**src/rtl/comp_arbiter.sv**
```systemverilog
// comp_arbiter: round-robin scheduler in front of one shared registered
// two's-complement unit (negate / absolute value) with overflow flag.
//
// Ports
//   clk       system clock, rising edge
//   rst_n     asynchronous active-low reset
//   req_i     per-requester request level (held until done)
//   op_a_i    packed operands, requester i at [i*WIDTH +: WIDTH]
//   mode_i    per-requester operation: 0 = negate, 1 = absolute value
//   gnt_o     one-hot pulse during the cycle the operand is being processed
//   done_o    one-hot pulse during the cycle the result is valid
//   result_o  last computed result, held until the next done
//   ovf_o     operand was the most negative value; held with result_o
//   busy_o    high while an operation is in flight
module comp_arbiter #(
  parameter int unsigned N_REQ = 4,
  parameter int unsigned WIDTH = 16
) (
  input  logic                   clk,
  input  logic                   rst_n,
  input  logic [N_REQ-1:0]       req_i,
  input  logic [N_REQ*WIDTH-1:0] op_a_i,
  input  logic [N_REQ-1:0]       mode_i,
  output logic [N_REQ-1:0]       gnt_o,
  output logic [N_REQ-1:0]       done_o,
  output logic [WIDTH-1:0]       result_o,
  output logic                   ovf_o,
  output logic                   busy_o
);

  localparam int unsigned IDX_W = (N_REQ > 1) ? $clog2(N_REQ) : 1;
  // Pointer starts at the last requester so requester 0 is scanned first.
  localparam logic [IDX_W-1:0] PTR_RST = IDX_W'(N_REQ - 1);
  localparam logic [WIDTH-1:0] MIN_NEG = {1'b1, {(WIDTH-1){1'b0}}};

  typedef enum logic [1:0] {
    S_IDLE = 2'd0,
    S_EXEC = 2'd1,
    S_DONE = 2'd2
  } state_e;

  state_e             state_q, state_d;
  logic [IDX_W-1:0]   ptr_q,   ptr_d;
  logic [N_REQ-1:0]   mask_q,  mask_d;
  logic [IDX_W-1:0]   win_q,   win_d;
  logic [WIDTH-1:0]   opa_q,   opa_d;
  logic               mode_q,  mode_d;
  logic [N_REQ-1:0]   gnt_q,   gnt_d;
  logic [N_REQ-1:0]   done_q,  done_d;
  logic [WIDTH-1:0]   result_q, result_d;
  logic               ovf_q,   ovf_d;
  logic               busy_q,  busy_d;

  logic [N_REQ-1:0]   elig_c;
  logic               hit_c;
  logic [IDX_W-1:0]   win_c;
  logic [IDX_W-1:0]   idx_c;
  logic [WIDTH-1:0]   neg_c;
  logic [WIDTH-1:0]   calc_c;

  // Round-robin pick: first eligible requester after the pointer, wrapping.
  always_comb begin
    elig_c = req_i & ~mask_q;
    hit_c  = 1'b0;
    win_c  = ptr_q;
    idx_c  = ptr_q;
    for (int unsigned k = 1; k <= N_REQ; k++) begin
      idx_c = IDX_W'((32'(ptr_q) + k) % N_REQ);
      if (!hit_c && elig_c[idx_c]) begin
        hit_c = 1'b1;
        win_c = idx_c;
      end
    end
  end

  // Shared datapath on the captured operand; wraps modulo 2^WIDTH.
  assign neg_c  = ~opa_q + WIDTH'(1);
  assign calc_c = (mode_q && !opa_q[WIDTH-1]) ? opa_q : neg_c;

  // Next-state and registered-output logic.
  always_comb begin
    state_d  = state_q;
    ptr_d    = ptr_q;
    // A requester must drop req for a cycle before it becomes eligible again.
    mask_d   = mask_q & req_i;
    win_d    = win_q;
    opa_d    = opa_q;
    mode_d   = mode_q;
    gnt_d    = '0;
    done_d   = '0;
    result_d = result_q;
    ovf_d    = ovf_q;
    busy_d   = busy_q;

    unique case (state_q)
      S_IDLE: begin
        busy_d = 1'b0;
        if (hit_c) begin
          state_d       = S_EXEC;
          ptr_d         = win_c;
          win_d         = win_c;
          opa_d         = op_a_i[32'(win_c)*WIDTH +: WIDTH];
          mode_d        = mode_i[win_c];
          gnt_d[win_c]  = 1'b1;
          mask_d[win_c] = 1'b1;
          busy_d        = 1'b1;
        end
      end
      S_EXEC: begin
        state_d       = S_DONE;
        done_d[win_q] = 1'b1;
        result_d      = calc_c;
        ovf_d         = (opa_q == MIN_NEG);
        busy_d        = 1'b1;
      end
      S_DONE: begin
        state_d = S_IDLE;
        busy_d  = 1'b0;
      end
      default: begin
        state_d = S_IDLE;
        busy_d  = 1'b0;
      end
    endcase
  end

  // State and output registers.
  always_ff @(posedge clk or negedge rst_n) begin
    if (!rst_n) begin
      state_q  <= S_IDLE;
      ptr_q    <= PTR_RST;
      mask_q   <= '0;
      win_q    <= '0;
      opa_q    <= '0;
      mode_q   <= 1'b0;
      gnt_q    <= '0;
      done_q   <= '0;
      result_q <= '0;
      ovf_q    <= 1'b0;
      busy_q   <= 1'b0;
    end else begin
      state_q  <= state_d;
      ptr_q    <= ptr_d;
      mask_q   <= mask_d;
      win_q    <= win_d;
      opa_q    <= opa_d;
      mode_q   <= mode_d;
      gnt_q    <= gnt_d;
      done_q   <= done_d;
      result_q <= result_d;
      ovf_q    <= ovf_d;
      busy_q   <= busy_d;
    end
  end

  assign gnt_o    = gnt_q;
  assign done_o   = done_q;
  assign result_o = result_q;
  assign ovf_o    = ovf_q;
  assign busy_o   = busy_q;

endmodule

```
**config.mk**
```make
export PLATFORM = sky130hd
export DESIGN_NAME = comp_arbiter
export DESIGN_NICKNAME = d
export VERILOG_FILES = /design/src/rtl/comp_arbiter.sv
export SDC_FILE = /design/constraint.sdc
export NUM_CORES = 1
export LEC_CHECK = 0
export ABC_AREA = 1
export BUFFER_PORTS_ARGS = -buffer_cell sky130_fd_sc_hd__buf_2
export CAP_MARGIN = 20
export CORE_MARGIN = 10
export CORE_UTILIZATION = 52
export DETAILED_ROUTE_END_ITERATION = 8
export GPL_ROUTABILITY_DRIVEN = 1
export HOLD_SLACK_MARGIN = 0.05
export PLACE_DENSITY = 0.81
export SETUP_SLACK_MARGIN = 0.5
export SYNTH_ARGS = -nofsm -noshare
export SYNTH_HDL_FRONTEND = slang
export SYNTH_SLANG_ARGS = --single-unit
```
**constraint.sdc**
```tcl
create_clock -name clk -period 2.6 [get_ports clk]
set_clock_uncertainty 0.1 [all_clocks]
set_input_delay 0.26 -clock clk [delete_from_list [all_inputs] [get_ports clk]]
set_output_delay 0.26 -clock clk [all_outputs]
set_load 0.05 [all_outputs]
```
==> results of run 1 <==
==> per-layer routing <==
metal | GRT usage (%) | vias to the layer above
li1 | - | 1717
met1 | 27.67 | 1949
met2 | 35.91 | 498
met3 | 6.564 | 169
met4 | 15.55 | 0
met5 | 0 | -
==> per-stage QoR <==
step | util (%) | instances | hold WS, ns
finish | 85.38 | 647 | 0.1383
global route | 85.34 | 646 | 0.1479
CTS | 74.81 | 630 | 0.1098
detailed placement | 63.55 | 584 | 0.1061
global placement | 63.55 | 584 | 0.09483
floorplan | - | 420 | -0.1356
==> timing repair <==
action	CTS	global route
pin swaps	17	40
gates cloned	9	4
endpoints found under the hold margin	14	0
endpoints found under the setup margin	28	30
gates resized for setup	49	88
buffers inserted	28	12
hold buffers	1	0
==> cell usage after synthesis, types with 2 or more instances <==
| library cell | n |
|---|---|
| o31ai_1 | 2 |
| a21oi_1 | 4 |
| nand2_2 | 8 |
| buf_6 | 3 |
| dfrtp_1 | 51 |
| nand3_1 | 100 |
| nand4_1 | 2 |
| o21ai_1 | 6 |
| nor2_1 | 15 |
| nand4_4 | 2 |
| dfstp_2 | 2 |
| nor3_1 | 7 |
| nand3_4 | 3 |
| xor2_1 | 12 |
| nand2_4 | 5 |
| nand3_2 | 4 |
| buf_2 | 11 |
| clkbuf_1 | 4 |
| nand2_1 | 126 |
| o21ai_0 | 21 |
| inv_1 | 18 |
==> state kept, by name (all words and copies together), names as in the netlist <==
name and count:
result_o 16, mode_q 1, ptr_q 2, done_o 4, gnt_o 4, win_q 2
opa_q 16, mask_q 4, state_q 2, ovf_o 1, busy_o 1
==> layout make-up <==
class | count | share of cell area (%)
Multi-Input combinational cell | 334 | 46.38
Sequential cell | 53 | 26.13
Timing Repair Buffer | 154 | 22.00
Tap cell | 75 | 1.845
Inverter | 21 | 1.722
Clock buffer | 6 | 1.427
Clock inverter | 2 | 0.2953
Timing Repair inverter | 1 | 0.1476
Antenna cell | 1 | 0.04921
==> worst max-delay path, stage by stage (launching register included) <==
cell,delay (ns)
dfstp_2,0.61
clkinvlp_4,0.22
nand2_2,0.16
nand2_4,0.09
nand3_4,0.14
nand2_8,0.09
buf_4,0.16
nand2_2,0.08
nand2_4,0.07
nand2_8,0.13
buf_6,0.13
nand3_2,0.12
nand3_4,0.14
nand3_2,0.08
nand2_1,0.10
==> cells by family (layout without fill, tap and decap cells) <==
logic type               after synthesis  count (layout)  share of synthesized area [%]
other                                  0               1                              0
buffers and inverters                 40             184                          5.955
AO/OA/AOI/OAI                         37              37                          6.228
flip-flops                            53              53                          41.34
XOR/XNOR                              13              13                          3.542
adder cells (fa/ha/maj)                1               1                         0.3892
AND/OR/NAND/NOR                      276             283                          42.55
==> cell usage in the layout, fill, tap and decap left out, types with 11 or more instances in the layout <==
cell type  netlist  final
nor2_1          15     14
nand3_2          4     48
inv_1           18     17
nand2_8          1     11
o21ai_0         21     20
xor2_1          12     12
nand3_1        100     45
nand3_4          3     14
buf_4            1     28
nand2_1        126    105
dfrtp_1         51     51
buf_6            3     14
nand2_2          8     20
buf_2           11    100
nand2_4          5     11
==> worst max-delay path by stage <==
| stage | from | end | depth (start not counted) |
|---|---|---|---|
| after detailed placement | ptr_q[0] | opa_q[1] | 13 |
| final | ptr_q[0] | opa_q[13] | 14 |
| after floorplan | ptr_q[0] | mode_q | 13 |
| after global routing | ptr_q[0] | mode_q | 13 |
| after global placement | ptr_q[0] | opa_q[10] | 13 |
| after CTS | ptr_q[0] | opa_q[13] | 14 |
==> flow_metrics.env, run 1 <==
export IMPL_antenna_left=0
export IMPL_multiInputGateArea_um2=2359
export IMPL_yosysWarnings=0
export IMPL_row_count=28
export IMPL_synth_yosys_seq_area_share_pct=41.34
export IMPL_cp_start_kind="flop"
export IMPL_relSlewSlack_pct=66.56
export IMPL_top_layer_used="met4"
export IMPL_core_area_um2=5956
export IMPL_worstMarginPinSlew_ns=0.4985
export IMPL_syn2layout_area_growth_pct=58.19
export IMPL_clockBufferDepth=2
export IMPL_clockRootBuffer="clkbuf_8"
export IMPL_dieWidth_um=98.62
export IMPL_firstDrtPassIters=7
export IMPL_die_h_um=98.62
export IMPL_synth_nets=495
export IMPL_reg2reg_to="opa_q[13]"
export IMPL_period_needed_ns=2.506
export IMPL_htree_levels=2
export IMPL_synth_flop_cell="dfrtp_1"
export IMPL_routed_via_count=4333
export IMPL_ios=100
export IMPL_dieArea_um2=9726
export IMPL_hpwl_um=6990
export IMPL_rsz0062_at_grt="true"
export IMPL_nNetsFinal=645
export IMPL_num_fill_cells=289
export IMPL_hold_path_cell_count=3
export IMPL_wl_met1_um=5282
export IMPL_postSynthCellCount=420
export IMPL_max_cap_violations=0
export IMPL_synth_top_area_share_pct=39.70
export IMPL_cts_tree="yes"
export IMPL_totalWireLength_um=16260
export IMPL_crit_arrival_ns=2.66
export IMPL_synth_top_cell_by_area="dfrtp_1"
export IMPL_finalSetupTns_ns=0
export IMPL_synth_area_per_cell_um2=7.653
export IMPL_met2WireLength_um=7053
export IMPL_reg2reg_depth=14
export IMPL_hold_viol=0
export IMPL_wl_met3_um=2254
export IMPL_cts_reportedPaths_clkPinSlew_ns=0.11
export IMPL_avgRoutedWirePerCell_um=25.13
export IMPL_reg2reg_slack_ns=0.09
export IMPL_antenna_found_initial=0
export IMPL_endpoint_kind="flop"
export IMPL_synth_edf_count=0
export IMPL_cts_inserted_buffers=5
export IMPL_finalCritPeriodShare_pct=96.38
export IMPL_hold_start="req_i[3]"
export IMPL_hp_class="input port to flop"
export IMPL_ys_seq_elements=53
export IMPL_stdcell_area_um2=5085
export IMPL_place_area_um2=3785
export IMPL_reg2reg_from="ptr_q[0]"
export IMPL_yosysUniqueCellTypes=35
export IMPL_setup_viol=0
export IMPL_insertion_delay_ns=0.32
export IMPL_drt_iter0_markers=730
export IMPL_grt_first_pass_wirelength_um=18870
export IMPL_layout_area_seq_um2=1329
export IMPL_drive_gt1_share_pct=49.04
export IMPL_track_usage_pct=23.28
export IMPL_status="finished clean"
export IMPL_gp_congestion=0.9565
export IMPL_place_ws_ns=0.3532
export IMPL_timing_final_max_slew_violations=0
export IMPL_grt_overflow=0
export IMPL_clock_sinks=53
export IMPL_crit_fanout=8
export IMPL_drc_errors=0
export IMPL_clock_fmax_mhz=399.1
export IMPL_vias_per_cell=6.697
export IMPL_io_buffers=99
export IMPL_grt_max_degree=23
export IMPL_path_class="flop to flop"
export IMPL_synth_area_leaders="dfrtp_1 40%, nand3_1 16%, nand2_1 15%, o21ai_0 3.3%, xor2_1 3.3%"
export IMPL_min_to="mask_q[3]"
export IMPL_grt_pass1_vias=3812
export IMPL_setup_ws_ns=0.09406
export IMPL_initial_utilization_pct=53.97
export IMPL_async_reset_ff_share_pct=100.0
export IMPL_required_ns=2.75
export IMPL_syn_cell_area_um2=3214
Power of run 1 is not shown: default switching activity piles up to over one toggle a cycle in this logic, so the estimate is an artifact.
==> inputs of run 2 (changes only) <==
- CORE_UTILIZATION: 52 -> 30
- PLACE_DENSITY: 0.81 -> not set
==> flow_metrics.env, run 2 (synthesis results as in run 1) <==
export IMPL_antenna_left=0
export IMPL_row_count=37
export IMPL_routed_via_count=3443
export IMPL_grt_pass1_vias=3497
export IMPL_ios=100
export IMPL_final_common_cell="nand2_1"
export IMPL_use_met1_pct=19.25
export IMPL_core_area_um2=10370
export IMPL_crit_fanout=16
export IMPL_syn2layout_area_growth_pct=41.73
export IMPL_track_usage_pct=14.21
export IMPL_initial_utilization_pct=31.00
export IMPL_insertion_delay_ns=0.31
export IMPL_totalWireLength_um=11000
export IMPL_path_class="flop to flop"
export IMPL_grt_overflow=0
export IMPL_setup_viol=0
export IMPL_cp_start_kind="flop"
export IMPL_use_met2_pct=22.67
export IMPL_firstDrtPassIters=5
export IMPL_rsz0062_at_grt="true"
export IMPL_drive_gt1_share_pct=35.39
export IMPL_hold_viol=0
export IMPL_cts_reportedPaths_clkPinSlew_ns=0.10
export IMPL_dieWidth_um=123.5
export IMPL_finalCritPeriodShare_pct=84.70
export IMPL_clockRootBuffer="clkbuf_8"
export IMPL_cts_inserted_buffers=5
export IMPL_antenna_found_initial=0
export IMPL_clockBufferDepth=2
export IMPL_worstMarginPinSlew_ns=0.6655
export IMPL_cts_tree="yes"
export IMPL_postLayoutCoreUtil_pct=43.93
export IMPL_drt_iter0_markers=337
export IMPL_period_needed_ns=2.202
export IMPL_io_buffers=99
export IMPL_endpoint_kind="flop"
export IMPL_antennaDiodeCount=0
export IMPL_vias_per_cell=5.012
export IMPL_drc_errors=0
export IMPL_finalSetupTns_ns=0
export IMPL_relSlewSlack_pct=55.63
export IMPL_crit_arrival_ns=2.32
export IMPL_met3_usage_pct=2.233
export IMPL_grt_max_degree=54
export IMPL_die_h_um=123.5
export IMPL_htree_levels=2
export IMPL_max_cap_violations=0
export IMPL_avgRoutedWirePerCell_um=16.02
export IMPL_hp_class="input port to flop"
export IMPL_clock_fmax_mhz=454.1
export IMPL_timing_final_max_slew_violations=0
export IMPL_nNetsFinal=625
export IMPL_dieArea_um2=15250
export IMPL_grt_first_pass_wirelength_um=17720
export IMPL_gp_congestion=0.8716
export IMPL_required_ns=2.71
export IMPL_final_cell_mix="117 x nand2_1, 99 x buf_2, 93 x nand3_1"
export IMPL_clock_sinks=53
export IMPL_status="finished clean"
export IMPL_grt_busiest_layer="met2"
export IMPL_hpwl_um=7655
## run 2: changes by cell type in the layout (fill, tap and decap cells not counted), sizes merged
| cell | change |
|---|---|
| buf | -19 |
| clkbuf | -2 |
| clkinvlp | -2 |
| bufinv | +1 |
| clkinv | +1 |
| diode | -1 |
| inv | +1 |
## run 2: cell type report
type                            count  area [um2]
Clock inverter                      3       43.79
Multi-Input combinational cell    334        1961
Clock buffer                        5       68.82
Inverter                           21       87.58
Timing Repair Buffer              134       888.4
Tap cell                          136       170.2
Fill cell                        1041        5814
Sequential cell                    53        1329
Timing Repair inverter              1       7.507
## run 2: worst paths after layout
path / startpoint / end / slack (ns) / cells past startpoint
min in group asynchronous: rst_n / mask_q[0] / 0.52 / 3
max: ptr_q[0] / opa_q[11] / 0.40 / 11
min reg2reg: win_q[0] / done_o[2] / 0.36 / 1
max in group asynchronous: rst_n / state_q[0] / 1.44 / 3
max reg2reg: ptr_q[0] / opa_q[11] / 0.40 / 11
min: req_i[1] / mask_q[1] / 0.12 / 3
## run 2: repair_timing
item                       4_1_cts  5_1_grt
setup buffers                   20        7
hold buffers                     1        0
hold endpoints to repair        51        0
setup endpoints to repair       27       29
cloned                           8        1
gates resized for setup         41        7
pin swaps                       19        9
## run 2: worst max-delay path, stage by stage, from the launching register on
cell and delay, ns:
dfstp_2 0.61, clkinvlp_4 0.17, nand3_2 0.15, nand3_4 0.13, nand2_8 0.12, buf_4 0.12, nand4_4 0.17, buf_12 0.21
nand3_1 0.08, nand3_1 0.10, nand3_1 0.10, nand2_1 0.05
## run 2: metal layers
| metal | up-vias | wire (um) |
|---|---|---|
| li1 | 1671 | - |
| met1 | 1622 | 4940 |
| met5 | - | 0 |
| met4 | 0 | 240 |
| met2 | 132 | 5163 |
| met3 | 18 | 658 |
## run 2: per-stage QoR
step / hold WS [ns] / area (um2) / setup slack [ns] / cells
2_1_floorplan: -0.1356 / 3214 / 0.6319 / 420
3_3_place_gp: 0.3192 / 3826 / 0.1916 / 642
3_5_place_dp: 0.3248 / 3826 / 0.1842 / 642
4_1_cts: 0.1193 / 4434 / 0.4464 / 679
5_1_grt: 0.1390 / 4556 / 0.2733 / 687
6_report: 0.1249 / 4556 / 0.3979 / 687
Power of run 2 is left out for the same reason.
